$ cat src/rtl/audio_buf_pkg.sv
// Shared types and constants for the delay-line sample buffer and its
// neighbouring audio stages.
package audio_buf_pkg;

    typedef enum logic [2:0] {
        StIdle,
        StRd,
        StWt,
        StCap,
        StWr,
        StOut
    } state_e;

    // Cycles from the address edge to valid read data at the RAM port.
    localparam int unsigned RAM_RD_LATENCY = 2;

    localparam logic [15:0] SAMPLE_MAX = 16'h7FFF;
    localparam logic [15:0] SAMPLE_MIN = 16'h8000;

endpackage

$ cat src/rtl/sample_sat_mix.sv
// Combinational saturating add: a + (b >>> SHIFT), clamped to the signed
// DATA_WIDTH range.
module sample_sat_mix #(
    parameter int unsigned DATA_WIDTH = 16,
    parameter int unsigned SHIFT      = 1
) (
    input  logic [DATA_WIDTH-1:0] a,
    input  logic [DATA_WIDTH-1:0] b,
    output logic [DATA_WIDTH-1:0] y
);

    logic [DATA_WIDTH-1:0] b_shr;
    logic [DATA_WIDTH:0]   sum;

    always_comb begin
        b_shr = $signed(b) >>> SHIFT;
        sum   = {a[DATA_WIDTH-1], a} + {b_shr[DATA_WIDTH-1], b_shr};
        // Top two bits disagree only on overflow; the top bit gives the true sign.
        if (sum[DATA_WIDTH] != sum[DATA_WIDTH-1]) begin
            y = sum[DATA_WIDTH] ? {1'b1, {(DATA_WIDTH-1){1'b0}}}
                                : {1'b0, {(DATA_WIDTH-1){1'b1}}};
        end else begin
            y = sum[DATA_WIDTH-1:0];
        end
    end

endmodule

$ cat src/rtl/audio_delay_ctrl.sv
// Delay-line sequencer in front of a single-port sample RAM: reads the sample
// DELAY positions back, writes the new one, and emits delayed or echo-mixed audio.
module audio_delay_ctrl
    import audio_buf_pkg::*;
#(
    parameter int unsigned ADDR_WIDTH = 9,
    parameter int unsigned DATA_WIDTH = 16,
    parameter int unsigned MIX_SHIFT  = 1
) (
    input  logic                  clk,
    input  logic                  rst,
    input  logic [DATA_WIDTH-1:0] sample_in,
    input  logic                  sample_in_valid,
    input  logic [ADDR_WIDTH-1:0] delay,
    input  logic                  mix_en,
    output logic [DATA_WIDTH-1:0] sample_out,
    output logic                  sample_out_valid,
    output logic                  busy,
    output logic                  overrun,
    output logic [ADDR_WIDTH-1:0] ram_addr,
    output logic [DATA_WIDTH-1:0] ram_wr_data,
    output logic                  ram_wr_en,
    input  logic [DATA_WIDTH-1:0] ram_rd_data
);

    state_e                state_q;
    logic [DATA_WIDTH-1:0] s_q;
    logic [DATA_WIDTH-1:0] dly_q;
    logic [ADDR_WIDTH:0]   d_q;
    logic                  m_q;
    logic [ADDR_WIDTH-1:0] wr_ptr_q;
    logic [ADDR_WIDTH:0]   fill_q;

    logic [ADDR_WIDTH:0]   delay_ext;
    logic [DATA_WIDTH-1:0] mix_out;

    // A zero delay selects the full buffer depth.
    assign delay_ext = (delay == '0) ? {1'b1, {ADDR_WIDTH{1'b0}}} : {1'b0, delay};
    assign busy      = (state_q != StIdle);

    sample_sat_mix #(
        .DATA_WIDTH (DATA_WIDTH),
        .SHIFT      (MIX_SHIFT)
    ) u_mix (
        .a (s_q),
        .b (dly_q),
        .y (mix_out)
    );

    always_ff @(posedge clk) begin
        if (rst) begin
            state_q          <= StIdle;
            s_q              <= '0;
            dly_q            <= '0;
            d_q              <= '0;
            m_q              <= 1'b0;
            wr_ptr_q         <= '0;
            fill_q           <= '0;
            sample_out       <= '0;
            sample_out_valid <= 1'b0;
            overrun          <= 1'b0;
            ram_addr         <= '0;
            ram_wr_data      <= '0;
            ram_wr_en        <= 1'b0;
        end else begin
            sample_out_valid <= 1'b0;
            ram_wr_en        <= 1'b0;
            overrun          <= sample_in_valid && (state_q != StIdle);

            case (state_q)
                StIdle: begin
                    if (sample_in_valid) begin
                        s_q      <= sample_in;
                        d_q      <= delay_ext;
                        m_q      <= mix_en;
                        // Address is registered here so it is on the bus during RD.
                        ram_addr <= wr_ptr_q - delay_ext[ADDR_WIDTH-1:0];
                        state_q  <= StRd;
                    end
                end
                StRd: state_q <= StWt;
                StWt: state_q <= StCap;
                StCap: begin
                    dly_q       <= (fill_q < d_q) ? '0 : ram_rd_data;
                    ram_addr    <= wr_ptr_q;
                    ram_wr_data <= s_q;
                    ram_wr_en   <= 1'b1;
                    state_q     <= StWr;
                end
                StWr: begin
                    wr_ptr_q <= wr_ptr_q + 1'b1;
                    if (!fill_q[ADDR_WIDTH]) begin
                        fill_q <= fill_q + 1'b1;
                    end
                    sample_out       <= m_q ? mix_out : dly_q;
                    sample_out_valid <= 1'b1;
                    state_q          <= StOut;
                end
                StOut:   state_q <= StIdle;
                default: state_q <= StIdle;
            endcase
        end
    end

endmodule

$ cat config.mk
export PLATFORM = sky130hd
export DESIGN_NAME = audio_delay_ctrl
export DESIGN_NICKNAME = d
export VERILOG_FILES = /design/src/rtl/audio_buf_pkg.sv /design/src/rtl/sample_sat_mix.sv /design/src/rtl/audio_delay_ctrl.sv
export SDC_FILE = /design/constraint.sdc
export NUM_CORES = 1
export LEC_CHECK = 0
export BUFFER_PORTS_ARGS = -buffer_cell sky130_fd_sc_hd__buf_4
export CAP_MARGIN = 20
export CORE_MARGIN = 1.5
export CORE_UTILIZATION = 57
export DETAILED_ROUTE_END_ITERATION = 8
export HOLD_SLACK_MARGIN = 0.1
export PLACE_DENSITY = 0.78
export REMOVE_ABC_BUFFERS = 1
export SLEW_MARGIN = 20
export SYNTH_ARGS = -nofsm -noshare
export SYNTH_HDL_FRONTEND = slang
export SYNTH_SLANG_ARGS = --single-unit
$ cat constraint.sdc
create_clock -name clk -period 3.4 [get_ports clk]
set_input_delay 0.34 -clock clk [delete_from_list [all_inputs] [get_ports clk]]
set_output_delay 0.34 -clock clk [all_outputs]
set_load 0.02 [all_outputs]
# --- Word-level counts from Yosys, hierarchy flattened ---
# Index checks and enable logic that the tools add are counted.
totals:
  regBits: 109
  inputBits: 45
  out_inout_bits: 45
  elab_cells: 46
op_classes:
  addsub: 4
  magnitude_cmp: 1
  eq_ne: 6
  n_mux: 12
  bitwise_logic: 1
  reduce_logical: 8
ops:
  columns: ["operator", "count"]
  rows:
  - ["$mux W16", 4]
  - ["$mux W10", 2]
  - ["$pmux W9 S2", 1]
  - ["$add A16 B15 Y17", 1]
  - ["$pmux W3 S5", 1]
  - ["$add A10 B1 Y10 const B", 1]
  - ["$lt A10 B10 Y1", 1]
  - ["$add A9 B1 Y9 const B", 1]
  - ["$logic_not A9 Y1", 1]
  - ["$mux W9", 1]
  - ["$sub A9 B9 Y9", 1]
  - ["$eq A3 B2 Y1 const B", 2]
  - ["$reduce_and A2 Y1", 3]
  - ["$eq A3 B1 Y1 const B", 1]
  - ["$eq A3 B3 Y1 const B", 1]
  - ["$logic_not A3 Y1", 1]
  - ["$mux W3", 1]
  - ["$reduce_bool A3 Y1", 1]
  - ["$mux W1", 2]
  - ["$ne A2 B2 Y1 const B", 1]
  - ["$reduce_bool A2 Y1", 1]
  - ["$logic_and A1 B1 Y1", 1]
  - ["$ne A1 B1 Y1", 1]
  - ["$not A1 Y1", 1]

# --- Depth between registers and ports, before layout ---
depth:
  depth_word: 5
  depth_mapped: 12
  depth_no_buf: 12

# --- Cells and area by module ---
# A second synthesis with hierarchy kept.
hier_totals:
  hier_cells: 756
  area_unflattened_um2: 6226.0
by_module_without_submodules:
  columns: ["mod", "instances", "cells_each", "area_each_um2"]
  rows:
  - ["audio_delay_ctrl", 1, 571, 4860.9]
  - ["sample_sat_mix", 1, 185, 1365.1]

# --- Worst setup path after synthesis ---
# No wires, ideal clock.
synth_timing:
  path_kind: "register -> register"
  startpoint: "register s_q[0]"
  endpoint: "register sample_out[13]"
  setup_time_ps: 86
  arrival_ps: 2522
  t_required_ps: 3314
  setup_slack_ps: 792
  path_stages_with_launch: 12
  n_path_buf: 0
  path_cell_list: "dfxtp_1 -> ha_1 -> inv_1 -> fa_1 -> nand2b_1 -> a211oi_1 -> o211ai_2 -> and2_4 -> a221o_4 -> nor2_4 -> nor3_4 -> a221oi_2"
synth_between:
  elab_chain_cells: 4
  elab_cells_between_ends: 5
  classes_between: "add/sub (1); eq/ne (1); mux (3)"
synth_rtl:
  columns: ["item", "line", "source"]
  rows:
  - ["start: declaration", "audio_delay_ctrl.sv:27", "logic [DATA_WIDTH-1:0] s_q;"]
  - ["start signal: assignment", "audio_delay_ctrl.sv:73", "s_q <= sample_in;"]
  - ["$add A16 B15 Y17 (*)", "sample_sat_mix.sv:17", "sum = {a[DATA_WIDTH-1], a} + {b_shr[DATA_WIDTH-1], b_shr};"]
  - ["$mux W16 or $ne A1 B1 Y1 (tied branches)", "sample_sat_mix.sv:20, sample_sat_mix.sv:19", null]
  - ["$mux W16 (*)", "sample_sat_mix.sv:19", "if (sum[DATA_WIDTH] != sum[DATA_WIDTH-1]) begin"]
  - ["$mux W16 (*)", "audio_delay_ctrl.sv:95", "sample_out <= m_q ? mix_out : dly_q;"]
  - ["end signal: assignment", "audio_delay_ctrl.sv:95", null]
  - ["end: declaration", "audio_delay_ctrl.sv:16", "output logic [DATA_WIDTH-1:0] sample_out,"]
# Every way passes the cells marked *; elsewhere a longest branch is shown, timed or not.
# A chain may end at the register's enable or synchronous reset.

# --- Worst setup path after layout ---
layout_timing:
  startpoint: "register dly_q[1]"
  endpoint: "register sample_out[11]"
layout_between:
  elab_chain_cells: 4
  elab_cells_between_ends: 5
  classes_between: "add/sub (1); eq/ne (1); mux (3)"
layout_rtl:
  columns: ["item", "line", "source"]
  rows:
  - ["start: declaration", "audio_delay_ctrl.sv:28", "logic [DATA_WIDTH-1:0] dly_q;"]
  - ["start signal: assignment", "audio_delay_ctrl.sv:84", "dly_q <= (fill_q < d_q) ? '0 : ram_rd_data;"]
  - ["$add A16 B15 Y17 (*)", "sample_sat_mix.sv:17", null]
  - ["$mux W16 or $ne A1 B1 Y1 (tied branches)", "sample_sat_mix.sv:20, sample_sat_mix.sv:19", null]
  - ["$mux W16 (*)", "sample_sat_mix.sv:19", null]
  - ["$mux W16 (*)", "audio_delay_ctrl.sv:95", null]
# Marked as above.

==> summary.txt <==
Status
  • Run status: finished, final reports clean

Global route
  • Layer with the highest usage: met2
  • Wire length of the first global-routing pass: 23700 um
  • Residual overflow from global routing: 0
  • Initial antenna violation count: 0
  • Met2 GRT Util: 52.1%
  • Total global routing track utilization: 29.7%
  • GR Util met3: 4.97%
  • GR Layer Usage met1: 35.8%
  • Pin count of the biggest net entering global routing: 62
  • Vias in the first global route: 4924

Routing
  • First drt pass iteration count: 5
  • Starting DRC count in detailed routing: 188
  • Per-cell via count in the routed design: 5.86
  • Routed length per instance: 16.6 um
  • Count of unresolved DRC violations after routing: 0
  • Post-DRT Antenna Nets: 0
  • Sum of routed wire length over all layers: 14500 um
  • Total vias in the final route: 5126

Synthesis
  • Number of flip-flops and latches in the synthesized netlist: 109
  • Number of flops mapped to enable cells by yosys: 0
  • Yosys synthesis warning count: 0
  • Main combinational cell family by area after synthesis: compound AO/OA/AOI/OAI gates
  • Share of synthesized area spent on multiplexers: 0.362%
  • Average cell area after synthesis: 8.33 um2
  • Main flop type after synthesis: sky130_fd_sc_hd__dfxtp_1
  • Post-synthesis share of cell area spent on xor and xnor gates: 4.90%
  • Share of the synthesized area in compound gates (AO/OA/AOI/OAI): 24.3%
  • Simple-Gate Fraction of Synth Area: 17.8%
  • Arithmetic-cell share of the synthesized area counting full adders, half adders and majority gates: 8.99%
  • Share of flip-flops with an asynchronous set or reset after synthesis: 0%
  • Number of distinct library cells after synthesis: 62
  • Sequential element share of the synthesized area: 39.4%
  • Synthesized cell area: 5540 um2
  • Cells after synthesis: 665

Pwr
  • Worst ir drop on vdd: 0.297 mV
  • Sum of internal, switching and leakage power: 2.56 mW
  • Pwr Density: 395 nW/um2
  • LEAKAGE: 2.70 nW

Setup path
  • Critical-path maximum fanout: 8
  • Arrival time worst endpoint: 3.26 ns
  • Worst Setup Start Kind: register
  • Sort of element at the end of the critical path: register
  • Required arrival time at the worst endpoint: 3.69 ns
  • Worst setup path class: reg -> reg

Die
  • I/O pins: 90
  • Row cnt: 35
  • Die area: 10300 um2
  • Chip Width: 102 um
  • Effective utilization at floorplan: 59.4%
  • Chip height: 102 um
  • Core Area: 9330 um2

Clocking
  • Setup Fix Bufs, Post-CTS: 0
  • Hold Buf Count CTS: 0
  • Number of H-tree branching levels: 3
  • Cell at the root of the clock tree: sky130_fd_sc_hd__clkbuf_8
  • Clk_lat worst skew: 0.37 ns
  • Bufs on Longest Clock Path: 2
  • TritonCTS clock tree: yes
  • Post_cts resized: 0
  • Total CTS buffers: 9
  • Number of sinks driven by the clock tree: 109
  • Clock transition at path regs: 0.10 ns

Cells and area
  • Area occupied by multi-input gates: 3120 um2
  • Number of filler instances in the final layout: 800
  • Sequential cell area in the final layout: 2180 um2
  • Layout-stage area growth over the synthesis result: 17.0%
  • Number of diodes added for antenna fixing: 0
  • Final Net Count: 823
  • Fraction of layout cells with a size suffix above 1: 18.0%
  • Fin area: 6480 um2

Timing
  • Top achievable clock speed: 336 MHz
  • Actual slew at the worst max-slew pin: 0.719 ns
  • Final-report setup violation count: 0
  • Final period util: 87.5%
  • Final-report max-slew violation count: 0
  • Worst relative slew slack: 52.0%
  • Hold Violations, Final: 0
  • Clock skew after layout: 0.00599 ns
  • Unrepaired setup endpoints after global routing: false
  • Setup_tns: 0 ns
  • Final critical path time including I/O delays and setup: 2.98 ns

Placed design
  • Buffers added on ports: 89
  • Placed standard-cell area: 6310 um2
  • Placer's final routability congestion estimate: 0.889
  • Placed wire-length estimate after detailed placement: 10600 um

Worst hold path
  • HP Class: in -> reg

Flow run
  • Max cap viols: 0
[state kept, by name, summed over array words and instances (netlist names), 3 cells and up]
name / cells
ram_wr_data: 16
fill_q: 10
sample_out: 16
state_q: 3
wr_ptr_q: 9
ram_addr: 9
dly_q: 16
d_q: 10
s_q: 16
[kinds of logic (layout without fill, tap and decap cells)]
| family | count (synthesis) | in the layout |
|---|---|---|
| AOI/OAI and AO/OA | 201 | 201 |
| xor gates and xnor gates | 31 | 31 |
| DFF | 109 | 109 |
| adders and majority gates | 39 | 39 |
| muxes | 2 | 2 |
| and+or+nand+nor | 221 | 221 |
| buffers and inverters | 62 | 142 |
[cell type report]
cell class | count | area share [%]
flip-flops and latches | 109 | 33.7
inverters | 30 | 1.74
clock inverters | 5 | 0.541
well taps | 129 | 2.49
multi-input cells | 494 | 48.2
repair buffers | 97 | 11.2
clock buffers | 10 | 2.12
[metal layers]
| layer | part of all wire (%) | up-vias | wire, um |
|---|---|---|---|
| met5 | 0 | - | 0 |
| met3 | 5.6 | 36 | 818 |
| met1 | 41 | 2409 | 5930 |
| li1 | - | 2508 | - |
| met4 | 2.8 | 0 | 408 |
| met2 | 51 | 173 | 7360 |
[synth_stat cells (all sizes together), types with 3 or more instances]
library cell,n,area (um2)
a211oi,5,37.5
a21o,14,105
a21oi,87,435
a221oi,7,98.9
a22oi,7,52.6
a31oi,4,25.0
a32o,16,160
and2,5,36.3
and3,7,43.8
buf,5,20.0
clkbuf,27,101
dfxtp,109,2180
ha,35,438
inv,30,113
nand2,127,484
nand2b,3,18.8
nand4,9,56.3
nor2,42,165
nor3,12,71.3
o211ai,4,35.0
o21a,3,22.5
o21ai,31,159
o221ai,3,26.3
or3,6,37.5
xnor2,11,96.3
xor2,20,175
[report_power, final]
group	leakage, nW	switching (mW)	total (mW)	internal (mW)
clock	0.0889	0.446	0.731	0.286
sequential	0.884	0.0457	1.37	1.33
combinational	1.73	0.282	0.458	0.176
total	2.70	0.774	2.56	1.79
[cells in the final DEF, fill, tap and decap left out, drive strengths merged, types with 3 or more instances in the layout]
| cell type | count |
|---|---|
| and3 | 7 |
| a31oi | 4 |
| nand2b | 3 |
| o211ai | 4 |
| a221oi | 7 |
| nand4 | 9 |
| ha | 35 |
| a32o | 16 |
| o21a | 3 |
| xor2 | 20 |
| nor2 | 42 |
| a211oi | 5 |
| nor3 | 12 |
| inv | 32 |
| xnor2 | 11 |
| and2 | 5 |
| o221ai | 3 |
| or3 | 6 |
| a21o | 14 |
| dfxtp | 109 |
| clkbuf | 10 |
| a22oi | 7 |
| buf | 97 |
| nand2 | 127 |
| a21oi | 87 |
| o21ai | 31 |
[path summary, 6_finish.rpt]
kind                        from             end  slack, ns  cells after the start
setup reg to reg        dly_q[1]  sample_out[11]       0.42                     11
hold / removal    ram_rd_data[9]        dly_q[9]       0.19                      2
setup / recovery        dly_q[1]  sample_out[11]       0.42                     11
hold reg to reg           d_q[4]          d_q[4]       0.46                      2
[through the flow]
step           hold WS (ns)  std cells  util [%]  worst slack, ns
3_3_place_gp          0.444        859      67.6            0.558
4_1_cts               0.185        874      69.5            0.420
2_1_floorplan         0.406        633         -            0.775
3_5_place_dp          0.448        859      67.6            0.464
6_report              0.194        874      69.5            0.424
5_1_grt               0.185        874      69.5            0.271
[worst max-delay path, cell delays in order (launching register included)]
cell and delay [ns]:
sky130_fd_sc_hd__dfxtp_1 0.37, sky130_fd_sc_hd__ha_1 0.22, sky130_fd_sc_hd__inv_1 0.07, sky130_fd_sc_hd__fa_1 0.40
sky130_fd_sc_hd__nand2b_1 0.18, sky130_fd_sc_hd__a211oi_1 0.36, sky130_fd_sc_hd__o211ai_2 0.15, sky130_fd_sc_hd__and2_4 0.18
sky130_fd_sc_hd__a221o_4 0.42, sky130_fd_sc_hd__nand2_4 0.12, sky130_fd_sc_hd__o2111ai_1 0.14, sky130_fd_sc_hd__a221oi_2 0.27
(Power assumes the default switching activity.)
